`src/rtl/arbitro_mux_3in.sv`:
```
// Round-robin arbiter that owns the select of a shared 3:1 datapath mux.
// Grants one requester at a time and releases on Fin, Req withdrawal or hold timeout.
module arbitro_mux_3in #(
  parameter int DB         = 32,
  parameter int MAX_CICLOS = 16,
  parameter int CW         = 5
) (
  input  logic       i_Clk,
  input  logic       i_Reset,
  input  logic [2:0] i_Req,
  input  logic [2:0] i_Fin,
  output logic [2:0] o_Gnt,
  output logic [1:0] o_Sel,
  output logic       o_Ocupado,
  output logic       o_Timeout
);

  typedef enum logic [1:0] {
    LIBRE     = 2'd0,
    CONCEDIDO = 2'd1,
    LIBERA    = 2'd2
  } estado_t;

  // A misconfigured instance never grants rather than producing a broken hold window.
  localparam logic CfgOk = (DB > 0) && (MAX_CICLOS >= 2) && ((2 ** CW) > MAX_CICLOS);
  localparam logic [CW-1:0] CntLast = CW'(MAX_CICLOS - 1);

  estado_t       r_state;
  logic [1:0]    r_ult;
  logic [CW-1:0] r_cnt;
  logic [2:0]    r_gnt;
  logic [1:0]    r_sel;
  logic          r_ocupado;
  logic          r_timeout;

  estado_t       w_stateNext;
  logic [1:0]    w_ultNext;
  logic [CW-1:0] w_cntNext;
  logic [2:0]    w_gntNext;
  logic [1:0]    w_selNext;
  logic          w_ocupadoNext;
  logic          w_timeoutNext;

  logic [1:0]    w_ord0, w_ord1, w_ord2;
  logic [1:0]    w_winner;
  logic          w_found;
  logic          w_reqK, w_finK;

  function automatic logic bitAt(input logic [2:0] vec, input logic [1:0] idx);
    case (idx)
      2'd0:    return vec[0];
      2'd1:    return vec[1];
      2'd2:    return vec[2];
      default: return 1'b0;
    endcase
  endfunction

  function automatic logic [2:0] oneHot(input logic [1:0] idx);
    case (idx)
      2'd0:    return 3'b001;
      2'd1:    return 3'b010;
      2'd2:    return 3'b100;
      default: return 3'b000;
    endcase
  endfunction

  // Search order starts just after the last granted requester and wraps mod 3.
  always_comb begin
    w_ord0 = 2'd0;
    w_ord1 = 2'd1;
    w_ord2 = 2'd2;
    case (r_ult)
      2'd0: begin w_ord0 = 2'd1; w_ord1 = 2'd2; w_ord2 = 2'd0; end
      2'd1: begin w_ord0 = 2'd2; w_ord1 = 2'd0; w_ord2 = 2'd1; end
      default: ;
    endcase

    w_found  = CfgOk;
    w_winner = w_ord0;
    if (bitAt(i_Req, w_ord0))      w_winner = w_ord0;
    else if (bitAt(i_Req, w_ord1)) w_winner = w_ord1;
    else if (bitAt(i_Req, w_ord2)) w_winner = w_ord2;
    else                           w_found  = 1'b0;

    w_reqK = bitAt(i_Req, r_ult);
    w_finK = bitAt(i_Fin, r_ult);
  end

  always_comb begin
    w_stateNext   = r_state;
    w_ultNext     = r_ult;
    w_cntNext     = r_cnt;
    w_gntNext     = r_gnt;
    w_selNext     = r_sel;
    w_ocupadoNext = r_ocupado;
    w_timeoutNext = 1'b0;

    case (r_state)
      LIBRE: begin
        w_gntNext     = 3'b000;
        w_ocupadoNext = 1'b0;
        if (w_found) begin
          w_stateNext   = CONCEDIDO;
          w_gntNext     = oneHot(w_winner);
          w_selNext     = w_winner;
          w_ultNext     = w_winner;
          w_cntNext     = '0;
          w_ocupadoNext = 1'b1;
        end
      end
      CONCEDIDO: begin
        // Fin outranks the hold limit, so a Fin on the last cycle is a normal release.
        if (w_finK || !w_reqK) begin
          w_stateNext   = LIBERA;
          w_gntNext     = 3'b000;
          w_ocupadoNext = 1'b0;
        end else if (r_cnt == CntLast) begin
          w_stateNext   = LIBERA;
          w_gntNext     = 3'b000;
          w_ocupadoNext = 1'b0;
          w_timeoutNext = 1'b1;
        end else begin
          w_cntNext = r_cnt + 1'b1;
        end
      end
      LIBERA: begin
        w_stateNext   = LIBRE;
        w_gntNext     = 3'b000;
        w_ocupadoNext = 1'b0;
      end
      default: begin
        w_stateNext   = LIBRE;
        w_gntNext     = 3'b000;
        w_ocupadoNext = 1'b0;
      end
    endcase
  end

  always_ff @(posedge i_Clk) begin
    if (!i_Reset) begin
      r_state   <= LIBRE;
      r_ult     <= 2'd2;
      r_cnt     <= '0;
      r_gnt     <= 3'b000;
      r_sel     <= 2'd0;
      r_ocupado <= 1'b0;
      r_timeout <= 1'b0;
    end else begin
      r_state   <= w_stateNext;
      r_ult     <= w_ultNext;
      r_cnt     <= w_cntNext;
      r_gnt     <= w_gntNext;
      r_sel     <= w_selNext;
      r_ocupado <= w_ocupadoNext;
      r_timeout <= w_timeoutNext;
    end
  end

  assign o_Gnt     = r_gnt;
  assign o_Sel     = r_sel;
  assign o_Ocupado = r_ocupado;
  assign o_Timeout = r_timeout;

endmodule

```
`config.mk`:
```
export PLATFORM = sky130hd
export DESIGN_NAME = arbitro_mux_3in
export DESIGN_NICKNAME = d
export VERILOG_FILES = /design/src/rtl/arbitro_mux_3in.sv
export SDC_FILE = /design/constraint.sdc
export NUM_CORES = 1
export LEC_CHECK = 0
export CAP_MARGIN = 0
export CORE_ASPECT_RATIO = 0.5
export CORE_MARGIN = 4
export CORE_UTILIZATION = 29
export CTS_CLUSTER_DIAMETER = 80
export CTS_CLUSTER_SIZE = 24
export DETAILED_ROUTE_END_ITERATION = 7
export SETUP_SLACK_MARGIN = 0.3
export SYNTH_ARGS = -nofsm -noshare
export SYNTH_HDL_FRONTEND = slang
export SYNTH_SLANG_ARGS = --single-unit
```
`constraint.sdc`:
```
create_clock -name i_Clk -period 1.68 [get_ports i_Clk]
set_input_delay 0.336 -clock i_Clk [delete_from_list [all_inputs] [get_ports i_Clk]]
set_output_delay 0.336 -clock i_Clk [all_outputs]
set_load 0.02 [all_outputs]
```
==> metrics.md <==
| Metric | Value |
|---|---|
| Final Cycle Share | 91.2% |
| Post-synth net total | 104 |
| Via count | 830 |
| FF-to-FF End | r_cnt[2]$_SDFFE_PN0P_ |
| Avg Inst Size Synth | 8.81 µm² |
| Sequential Power Share | 39.9% |
| WP data required | 1.83 ns |
| FF-to-FF setup slack | 0.15 ns |
| Least-Margin Pin Slew | 0.367 ns |
| Worst Path Arrival | 1.68 ns |
| Bufs on Longest Clock Path | 2 |
| Routed len/inst | 13.1 µm |
| Met3 wire len | 107 µm |
| Final-report setup violation count | 0 |
| Synth area leaders | dfxtp_1, mux2i_1, nor2_1 |
| Hold WS | 0.468 ns |
| Synthesized flop and latch total | 15 |
| Syn Inst Count | 94 |
| ANT cells | 0 |
| Top cell type's share of synthesized area | 36.3% |
| Util after Layout | 47.4% |
| Part of the power in combinational logic | 31.1% |
| Yosys warns | 0 |
| Synth area leader | dfxtp_1 |
| Total Wirelength | 2170 µm |
| Fin crit period | 1.53 ns |
| Initial Util | 31.1% |
| Fillers | 259 |
| VDD IR-drop max | 318 µV |
| Die height | 45.8 µm |
| CP Capture Type | register |
| RSZ-0062 raised after global routing | yes |
| Max_cap viols | 0 |
| Fin. Hold Viols | 0 |
| Psw | 335 µW |
| Initial antenna violation count | 0 |
| WS Path Type | register to register |
| CTS clk-pin slew, worst paths | 0.06 ns |
| Reg2Reg Depth | 7 |
| Met2 Wirelength | 978 µm |
| Max Transition Viols Final | 0 |
| First-pass GRT wire length | 3710 µm |
| Port bufs | 14 |
| Root Buffer Master | clkbuf_8 |
| Most frequent CP cell | ha_4 |
| Yosys cell types | 41 |
| Post-synth top flop | dfxtp_1 |
| Cell area after synthesis | 828 µm² |
| CTS sink cnt | 15 |
| F_max | 653 MHz |
| Commonest cells after routing, fill and taps aside | buf_4, dfxtp_1, nor2_1 |
| Min-Delay Startpoint | o_Gnt[2]$_SDFFE_PN0P_ |
| GRT overflow | 0 |
| Fin nets | 140 |
| TritonCTS buffer count | 3 |
| R2r startpoint | r_cnt[0]$_SDFFE_PN0P_ |
| Hold crit path type | register to register |
| H-Tree Depth | 1 |
| I/O pin total | 15 |
| Clock network power share | 29.0% |
| CTS Hold Bufs | 0 |
| Post-synth EDFFs | 0 |
| Final HPWL DP | 1450 µm |
| Internal power | 709 µW |
| FF/Latch Area | 308 µm² |
| Die area | 3830 µm² |
| Status | complete, no violations |
| CP Max Fanout | 4 |
| Synth async-reset ratio | 0% |
| Worst hold endpoint | o_Gnt[2]$_SDFFE_PN0P_ |
| Total power per unit cell area | 826 nW/µm² |
| Gp weighted congestion | 0.768 |
| Worst hold path depth | 2 |
| Post-placement cell area | 1100 µm² |
| DRT Pass-1 Iters | 4 |
| Switching Fraction | 32.1% |
| Finished Cell Area | 1260 µm² |
| FP Rows | 13 |
| Iter 0 DRT Violations | 56 |
| DR DRC count | 0 |
| Die Wd | 83.6 µm |
| Vias in the first global route | 806 |
| Area of the multi-input gates | 563 µm² |
| Largest net degree at the start of global routing | 12 |
| Tot GR Track Use | 11.9% |
| P_leak | 0.000534 µW |
| Syn-to-layout area delta | 52.6% |
| CTS tree | yes |
| Worst slew margin | 75.5% |
| Critical Path Max Stage Delay | 0.34 ns |
| Clock Latency Late Sink | 0.25 ns |
| Vias per cell | 5.00 |
| Slowest cell on the critical path | dfxtp_2 |
| Routed Antenna Nets | 0 |
| Crit-path cells | ha_4 > and3_4 > ha_4 > a21oi_4 > buf_4 > nand4_1 > mux2i_1 |
| CP startpoint kind | register |
| Top metal layer carrying routed signals | met3 |
| Worst Skew | 0.00127 ns |
| Metal-1 WL | 1080 µm |
| Post-synthesis sequential area ratio | 36.3% |
| Most common cell after layout, fill and taps aside | buf_4 |
| Share of layout cells above drive strength 1 | 37.2% |
| Core area | 2670 µm² |
==> power by group through the flow <==
stage          Sequential, µW  Clock (µW)  Combinational, µW
6_report                  417         303                324
5_1_grt                   422         323                353
4_1_cts                   415         310                310
3_5_place_dp              421           0                282
3_3_place_gp              422           0                282
2_1_floorplan             427           0                166
==> worst max-delay path by stage <==
stage / cells after the start / end / start / slack (ns)
final: 7 / r_cnt[2]$_SDFFE_PN0P_ / r_cnt[0]$_SDFFE_PN0P_ / 0.15
after global routing: 6 / r_state[0]$_SDFFE_PN0P_ / r_cnt[0]$_SDFFE_PN0P_ / 0.07
after CTS: 6 / r_cnt[4]$_SDFFE_PN0P_ / r_cnt[1]$_SDFFE_PN0P_ / 0.16
after detailed placement: 6 / r_cnt[1]$_SDFFE_PN0P_ / i_Req[2] / -0.28
after global placement: 6 / r_cnt[2]$_SDFFE_PN0P_ / i_Req[2] / -0.22
after floorplan: 6 / r_cnt[4]$_SDFFE_PN0P_ / r_cnt[1]$_SDFFE_PN0P_ / 0.22
==> per-layer routing <==
layer,GRT usage (%),vias up
met5,0,-
met2,18.8,20
met4,2.88,0
met3,2.35,0
li1,-,412
met1,16.9,398
==> repair_timing <==
action / CTS / global route
resized for setup: 19 / 10
setup buffers: 8 / 2
hold endpoints to repair: 0 / 0
setup endpoints to repair: 22 / 15
pin swaps: 6 / 5
==> cell families (layout without fill, tap and decap cells) <==
family | count (synthesis) | count (layout) | share of synthesized area, %
DFF | 15 | 15 | 36.3
adders and majority gates | 2 | 2 | 3.02
and+or+nand+nor | 43 | 43 | 29.8
AOI/OAI and AO/OA | 21 | 21 | 19.8
muxes | 5 | 5 | 6.19
buffers and inverters | 8 | 43 | 4.98
==> state kept, by name (all words and copies together), names as in the netlist <==
| name | count |
|---|---|
| r_cnt | 5 |
| o_Sel | 1 |
| r_state | 2 |
| r_ult | 2 |
| o_Gnt | 3 |
| o_Ocupado | 1 |
| o_Timeout | 1 |
==> final cells by class <==
class,instances,share of cell area [%]
clock buffers,3,3.27
clock inverters,1,0.396
inverters,4,1.19
multi-input cells,71,44.6
flip-flops and latches,15,24.4
well taps,37,3.66
repair buffers,35,22.6
==> synthesized netlist by cell type (2+ instances only) <==
library cell	count
nand3_1	4
and2_1	2
o21ai_1	4
inv_1	4
nand4_1	2
clkbuf_1	2
a21oi_1	3
nand4b_1	2
nand2_1	7
o21ai_0	3
and4b_1	2
ha_1	2
mux2i_1	4
nor2_1	10
dfxtp_1	15
nand2b_1	3
==> critical path: cells and delay by family (launching register included) <==
kind	cells	cell delay, ns
buffers and inverters	1	0.15
adders and majority gates	2	0.32
DFF	1	0.34
and+or+nand+nor	2	0.29
AOI/OAI and AO/OA	1	0.19
muxes	1	0.14
==> metrics by stage <==
| step | cells | power (µW) | worst slack [ns] | setup TNS (ns) |
|---|---|---|---|---|
| global placement | 152 | 703 | -0.222 | -2.12 |
| CTS | 164 | 1040 | 0.164 | 0 |
| global route | 166 | 1100 | 0.0749 | 0 |
| finish | 166 | 1040 | 0.148 | 0 |
| detailed placement | 152 | 704 | -0.278 | -2.36 |
| floorplan | 94 | 593 | 0.217 | 0 |
No activity file was read; power rests on OpenSTA's default activity.
